**src/rtl/key_tx_arbiter.sv**
```systemverilog
`timescale 1ns/1ps
`default_nettype none
// ============================================================================
//  Module   : key_tx_arbiter
//  Purpose  : Round-robin arbiter and frame sequencer for the car-key serial
//             transmitter. Grants one requester at a time and shifts out the
//             fixed key code followed by the granted requester's index on R,
//             then holds the line idle for GAP cycles.
//
//  Ports    : clk    - single clock, rising edge
//             reset  - asynchronous, active-high; clears all state/outputs
//             req    - [NREQ] level request per requester (sampled in IDLE)
//             grant  - [NREQ] one-hot, high for the whole served frame
//             R      - serial key line (frame bits MSB first)
//             busy   - high while a frame or its trailing gap is in progress
//             done   - one-cycle pulse after the last frame bit
//
//  Build option : KEY_TX_PARITY_EN - when defined, an even-parity bit
//                 (XOR of all code and ID bits) is appended after the ID.
//
//  Revision : 1.0 - initial release
// ============================================================================
module key_tx_arbiter #(
    parameter int                NREQ   = 3,
    parameter int                CODE_W = 4,
    parameter logic [CODE_W-1:0] CODE   = 4'b1101,
    parameter int                GAP    = 2
) (
    input  logic            clk,
    input  logic            reset,
    input  logic [NREQ-1:0] req,
    output logic [NREQ-1:0] grant,
    output logic            R,
    output logic            busy,
    output logic            done
);

    // ------------------------------------------------------------------
    // Derived sizes
    // ------------------------------------------------------------------
    localparam int c_ID_W = ($clog2(NREQ) < 1) ? 1 : $clog2(NREQ);
`ifdef KEY_TX_PARITY_EN
    localparam int c_PAR_W = 1;
`else
    localparam int c_PAR_W = 0;
`endif
    localparam int c_FRAME_W = CODE_W + c_ID_W + c_PAR_W;
    localparam int c_CNT_W   = ($clog2(c_FRAME_W) < 1) ? 1 : $clog2(c_FRAME_W);

    localparam logic [c_CNT_W-1:0] c_LAST_BIT = c_CNT_W'(c_FRAME_W - 1);
    localparam logic [3:0]         c_GAP_LAST = 4'((GAP > 0) ? GAP - 1 : 0);
    localparam logic [c_ID_W-1:0]  c_LAST_IDX = c_ID_W'(NREQ - 1);
    localparam logic [c_ID_W:0]    c_NREQ_EXT = (c_ID_W + 1)'(NREQ);
    localparam bit                 c_HAS_GAP  = (GAP > 0);

    // ------------------------------------------------------------------
    // State machine encoding
    // ------------------------------------------------------------------
    typedef enum logic [1:0] {
        ST_IDLE = 2'd0,
        ST_SEND = 2'd1,
        ST_GAP  = 2'd2
    } state_t;

    state_t                 r_state;
    logic [c_ID_W-1:0]      r_ptr;       // first index searched next time
    logic [c_CNT_W-1:0]     r_cnt;       // index of the frame bit on R
    logic [3:0]             r_gap_cnt;
    logic [c_FRAME_W-1:0]   r_shift;     // remaining frame bits, MSB next
    logic [NREQ-1:0]        r_grant;
    logic                   r_key;
    logic                   r_busy;
    logic                   r_done;

    // ------------------------------------------------------------------
    // Round-robin search: walk indices ptr, ptr+1, ... wrapping at NREQ
    // and take the first one with an active request.
    // ------------------------------------------------------------------
    logic                   w_found;
    logic [c_ID_W-1:0]      w_win_idx;
    logic [c_ID_W-1:0]      w_cand;
    logic [c_ID_W:0]        w_sum;

    always_comb begin
        w_found   = 1'b0;
        w_win_idx = '0;
        w_cand    = '0;
        w_sum     = '0;
        for (int i = 0; i < NREQ; i++) begin
            w_sum = {1'b0, r_ptr} + (c_ID_W + 1)'(i);
            if (w_sum >= c_NREQ_EXT) begin
                w_cand = c_ID_W'(w_sum - c_NREQ_EXT);
            end else begin
                w_cand = w_sum[c_ID_W-1:0];
            end
            if (!w_found && req[w_cand]) begin
                w_found   = 1'b1;
                w_win_idx = w_cand;
            end
        end
    end

    // Pointer moves to the slot just after the winner.
    logic [c_ID_W-1:0] w_next_ptr;
    assign w_next_ptr = (w_win_idx == c_LAST_IDX) ? '0 : (w_win_idx + c_ID_W'(1));

    // One-hot decode of the winning index.
    logic [NREQ-1:0] w_win_onehot;
    generate
        for (genvar gi = 0; gi < NREQ; gi++) begin : g_onehot
            assign w_win_onehot[gi] = (w_win_idx == c_ID_W'(gi));
        end
    endgenerate

    // ------------------------------------------------------------------
    // Frame assembly in transmit order: code, index, optional parity.
    // ------------------------------------------------------------------
    logic [c_FRAME_W-1:0] w_frame;
`ifdef KEY_TX_PARITY_EN
    assign w_frame = {CODE, w_win_idx, ^{CODE, w_win_idx}};
`else
    assign w_frame = {CODE, w_win_idx};
`endif

    // ------------------------------------------------------------------
    // Sequencer. Bit 0 goes out on the same edge that issues the grant,
    // so the shift register is loaded with the frame already shifted once.
    // ------------------------------------------------------------------
    always_ff @(posedge clk or posedge reset) begin
        if (reset) begin
            r_state   <= ST_IDLE;
            r_ptr     <= '0;
            r_cnt     <= '0;
            r_gap_cnt <= '0;
            r_shift   <= '0;
            r_grant   <= '0;
            r_key     <= 1'b0;
            r_busy    <= 1'b0;
            r_done    <= 1'b0;
        end else begin
            r_done <= 1'b0;
            case (r_state)
                ST_IDLE: begin
                    r_grant <= '0;
                    r_key   <= 1'b0;
                    r_busy  <= 1'b0;
                    if (w_found) begin
                        r_state <= ST_SEND;
                        r_grant <= w_win_onehot;
                        r_key   <= w_frame[c_FRAME_W-1];
                        r_shift <= {w_frame[c_FRAME_W-2:0], 1'b0};
                        r_cnt   <= '0;
                        r_busy  <= 1'b1;
                        r_ptr   <= w_next_ptr;
                    end
                end

                ST_SEND: begin
                    if (r_cnt == c_LAST_BIT) begin
                        r_grant   <= '0;
                        r_key     <= 1'b0;
                        r_done    <= 1'b1;
                        r_gap_cnt <= '0;
                        if (c_HAS_GAP) begin
                            r_state <= ST_GAP;
                            r_busy  <= 1'b1;
                        end else begin
                            r_state <= ST_IDLE;
                            r_busy  <= 1'b0;
                        end
                    end else begin
                        r_key   <= r_shift[c_FRAME_W-1];
                        r_shift <= {r_shift[c_FRAME_W-2:0], 1'b0};
                        r_cnt   <= r_cnt + c_CNT_W'(1);
                    end
                end

                ST_GAP: begin
                    r_key <= 1'b0;
                    if (r_gap_cnt == c_GAP_LAST) begin
                        r_state <= ST_IDLE;
                        r_busy  <= 1'b0;
                    end else begin
                        r_gap_cnt <= r_gap_cnt + 4'd1;
                    end
                end

                default: begin
                    // Unreachable encoding: recover to a quiet IDLE.
                    r_state <= ST_IDLE;
                    r_grant <= '0;
                    r_key   <= 1'b0;
                    r_busy  <= 1'b0;
                    r_done  <= 1'b0;
                end
            endcase
        end
    end

    assign grant = r_grant;
    assign R     = r_key;
    assign busy  = r_busy;
    assign done  = r_done;

endmodule
`default_nettype wire

```
**config.mk**
```make
export PLATFORM = sky130hd
export DESIGN_NAME = key_tx_arbiter
export DESIGN_NICKNAME = d
export VERILOG_FILES = /design/src/rtl/key_tx_arbiter.sv
export SDC_FILE = /design/constraint.sdc
export NUM_CORES = 1
export LEC_CHECK = 0
export CAP_MARGIN = 20
export CORE_MARGIN = 3
export CORE_UTILIZATION = 45
export DETAILED_ROUTE_END_ITERATION = 10
export PLACE_DENSITY = 0.67
export RECOVER_POWER = 25
export REMOVE_ABC_BUFFERS = 1
export SETUP_SLACK_MARGIN = 0.15
export SYNTH_ARGS = -nofsm -noshare
export SYNTH_HDL_FRONTEND = slang
export SYNTH_SLANG_ARGS = --single-unit
```
**constraint.sdc**
```tcl
create_clock -name clk -period 2.45 [get_ports clk]
set_input_delay 0.49 -clock clk [delete_from_list [all_inputs] [get_ports clk]]
set_output_delay 0.49 -clock clk [all_outputs]
set_load 0.03 [all_outputs]
```
==> summary by stage <==
Run status
The flow ran to the end, and the final reports show no timing, DRC or antenna violations.

Floorplanning
The row count is 18. In this run the vertical extent of the chip is 59.62 um. The initial utilization of the core area, before any placement, comes to 49.52%. The number of I/O pins is 11. The floorplan step defined a die boundary enclosing 3555 sq um. The standard cell core area is 2613 sq um.

The width of the chip is 59.62 um.

Timing
The worst-margin pin slew is 1.129 ns. On the final layout, the worst clock skew is 0.002205 ns. The worst path uses 90.67% of the clock period. The sum of negative setup slack is 0 ns. The least setup slack across all paths after layout is 0.2287 ns.

The total count of hold-check failures in the final report was 0. Setup violations remaining at the end of the flow were counted as 0. The worst relative slew slack is approximately a quarter. The achievable frequency is 0.4502 GHz. The shortest period the worst path allows is 2.221 ns.

The max-slew violation total from the final report is 0. Setup repair after global routing left no endpoint under its margin.

GRT
The met3 layer usage reported by global route is 3.268%. The number of global-route vias before repair is 986. For this run, the total global-route usage over all layers was measured as 15.77%. The met2 demand-to-capacity share in global routing is 26.05%. The fraction of met1 tracks used by global routing is a little over a fifth. The first-pass GRT wire length is about 4.3 mm. The total global routing overflow is 0.

Entering global routing, the biggest net connects 23 pins. The most congested layer reported by global routing is met2. The number of antenna violations at the first check in global routing came to 0.

Synth
The number of flops mapped to enable cells by yosys is 0. The commonest register cell after synthesis is sky130_fd_sc_hd__dfrtp_1. In this run, synthesis produced a sequential element count of 22. The mean area per synthesized cell is between 10 and 15 sq um. The Yosys step of the flow raised 0 warnings. For this run, the register share of the synthesized area comes to 42.55%. The synthesized instance count is 128. The count of different cell masters after synthesis is 33. Counting flops with an async set or reset pin after synthesis yields a share of 100.0%. The mapped netlist covers about 1300 sq um.

Drt
The number of search-and-repair iterations in the first detailed-routing pass is 4. The number of DRC violations after detailed routing is 0. The detailed-route vias per instance is 5.547. The number of nets with antenna violations after routing is 0. The detailed router finished its first iteration with roughly 40 violations. The aggregate routed wire length is ~2.5 mm. The via total after detailed routing is 993. The average detailed-routed wire length per instance is between 10 and 15 um.

Clock network
The TritonCTS clock tree is built. Hold repair after CTS inserted 0 buffers. The clock sink count is 22. In this run the number of H-tree levels came out at 1. For the worst-skew pair, the clock arrives at the later sink with an insertion delay of about 0.30 ns.

TritonCTS created 3 clock buffers. After clock tree synthesis, the clock-pin slew on the worst setup and hold paths is 0.11 ns. The cell at the root of the clock tree is sky130_fd_sc_hd__clkbuf_4. The maximum buffer depth of the clock tree is 2.

Power and ir drop
Summed over all nets, the switching power comes to slightly below 900 uW. Per report_power, the combinational group accounts for 60.5% of the total. The fraction of power consumed by the clock network is 9.2%.

The power per cell area is about 1400 nW/um^2. The switching fraction of total power is 42.60%. The internal power of the cells totals 1181 uW. Per report_power, the sequential group accounts for a little under a third of the total. The standby leakage power is 0.0007089 uW.

The peak ir drop on the vdd network is 0.0008416 V.

Layout
The post-route netlist has 19.46% of its cells at a drive strength greater than 1. The number of antenna diodes is 0. The number of nets in the layout is 163. The area of all placed cells without fillers is 1520 sq um. Excluding fillers, the count of instances in the completed layout stands at approximately 180.

The number of inserted filler cells in the final layout is between 200 and 250. The layout overhead on the synthesized area is 17.50%. The post-route core utilization is 58.19%.

Placed design
The number of placed instances, taps included, is between 150 and 200. The quantity of I/O buffers inserted on ports is 10. The setup slack at placement is 0.01363 ns. After legalization and detailed placement, the total HPWL measured 1.929 mm. Routability-driven placement finished with a final weighted congestion of ~0.86. Summing all placed instances gives a cell area of 1460 sq um.

Run
The tool flagged a number of max-cap violations equal to 0.

Critical path
The critical path class is flip-flop to flip-flop. Of all nets on the critical path, the largest fanout is 4. The worst path arrival time is 2.42 ns.

The endpoint required time on the critical path is 2.64 ns. The worst setup path is captured at a flip-flop. The critical path launch point type is a flip-flop.

Min path
The classification of the worst-slack hold path is flip-flop to flip-flop.
-- sequential cells by signal (all words and copies together), names as in the netlist --
name	flops
R	1
grant	3
busy	1
done	1
r_gap_cnt	4
r_ptr	2
r_state	2
r_cnt	3
r_shift	5
-- placed cells by master, fill, tap and decap left out, types with 2 or more instances in the layout --
cell type / n
sky130_fd_sc_hd__and2b_2: 2
sky130_fd_sc_hd__clkdlybuf4s50_1: 9
sky130_fd_sc_hd__mux2_4: 4
sky130_fd_sc_hd__o21a_1: 2
sky130_fd_sc_hd__buf_4: 10
sky130_fd_sc_hd__o21ai_0: 11
sky130_fd_sc_hd__xor2_1: 2
sky130_fd_sc_hd__nand2_1: 11
sky130_fd_sc_hd__mux2i_1: 3
sky130_fd_sc_hd__nand2b_1: 5
sky130_fd_sc_hd__nor2_1: 14
sky130_fd_sc_hd__a21oi_1: 8
sky130_fd_sc_hd__dfrtp_1: 22
sky130_fd_sc_hd__clkbuf_4: 3
sky130_fd_sc_hd__ha_1: 7
sky130_fd_sc_hd__nand3_1: 5
sky130_fd_sc_hd__a21o_1: 2
sky130_fd_sc_hd__inv_1: 8
sky130_fd_sc_hd__mux2_2: 2
-- power groups by stage --
stage / clock, uW / sequential (uW) / combinational (uW)
after floorplan: 0 / 686 / 768
after global placement: 0 / 622 / 1160
after detailed placement: 0 / 634 / 1180
after CTS: 198 / 626 / 1190
after global routing: 218 / 645 / 1370
final: 190 / 622 / 1250
-- synth_stat cells (2+ instances only) --
library cell               count  area (sq um)
sky130_fd_sc_hd__xor2_1        2         17.52
sky130_fd_sc_hd__mux2_4        4         60.06
sky130_fd_sc_hd__o21ai_0      11         55.05
sky130_fd_sc_hd__nand2_1      11         41.29
sky130_fd_sc_hd__buf_6         3         33.78
sky130_fd_sc_hd__a21o_1        2         15.01
sky130_fd_sc_hd__nand3_1       5         25.02
sky130_fd_sc_hd__a21oi_1       8         40.04
sky130_fd_sc_hd__nor2_1       14         52.55
sky130_fd_sc_hd__dfrtp_1      22         550.5
sky130_fd_sc_hd__o21a_1        2         15.01
sky130_fd_sc_hd__and2b_2       2         17.52
sky130_fd_sc_hd__inv_1         8         30.03
sky130_fd_sc_hd__ha_1          8         100.1
sky130_fd_sc_hd__mux2i_1       3         30.03
sky130_fd_sc_hd__mux2_2        2         22.52
sky130_fd_sc_hd__nand2b_1      5         31.28
-- metal layers --
layer / vias up / share of wire (%) / wire length [um]
li1: 487 / - / -
met1: 481 / 47 / 1152
met2: 21 / 47 / 1168
met3: 4 / 4.7 / 115
met4: 0 / 1.5 / 36
met5: - / 0 / 0
-- cells by family after synthesis --
family	share of synthesized area [%]
and+or+nand+nor	15.67
adders and majority gates	7.737
xor gates and xnor gates	1.354
muxes	8.704
AOI/OAI and AO/OA	18.67
buffers and inverters	5.319
DFF	42.55
-- per-stage QoR --
stage	hold WS, ns	power [uW]
after global placement	0.4517	1782
final	0.4880	2058
after global routing	0.5113	2234
after detailed placement	0.4631	1811
after floorplan	0.4394	1454
after CTS	0.4900	2011
-- cell type report --
class	count	area [sq um]	area share, %
inverters	8	30.03	1.975
flip-flops and latches	22	550.5	36.21
clock buffers	4	36.28	2.387
repair buffers	21	178.9	11.77
multi-input cells	94	686.9	45.19
well taps	30	37.54	2.469
-- final timing paths --
path | start | endpoint | slack (ns) | cells after the start
min in group asynchronous | reset | r_gap_cnt[2]$_DFFE_PP0P_ | 0.97 | 3
worst min-delay path | r_shift[3]$_DFFE_PP0P_ | r_shift[4]$_DFFE_PP0P_ | 0.49 | 2
max in group asynchronous | reset | grant[2]$_DFFE_PP0P_ | 0.81 | 3
worst min register to register | r_shift[3]$_DFFE_PP0P_ | r_shift[4]$_DFFE_PP0P_ | 0.49 | 2
worst max-delay path | r_ptr[0]$_DFFE_PP0P_ | r_shift[2]$_DFFE_PP0P_ | 0.23 | 8
worst max register to register | r_ptr[0]$_DFFE_PP0P_ | r_shift[2]$_DFFE_PP0P_ | 0.23 | 8
-- critical path, stage by stage, from the launching register on --
cell	delay (ns)
sky130_fd_sc_hd__dfrtp_1	0.39
sky130_fd_sc_hd__inv_1	0.14
sky130_fd_sc_hd__ha_4	0.18
sky130_fd_sc_hd__mux2_4	0.30
sky130_fd_sc_hd__mux2_4	0.29
sky130_fd_sc_hd__o41ai_4	0.27
sky130_fd_sc_hd__buf_4	0.19
sky130_fd_sc_hd__nand2_4	0.06
sky130_fd_sc_hd__mux2_4	0.30
-- repair_timing --
action,4_1_cts,5_1_grt
setup endpoints to repair,3,9
endpoints found under the hold margin,0,0
buffers inserted,0,2
pin swaps,0,1
resized for setup,1,1
Note: power is estimated with default switching activity, not from simulation.
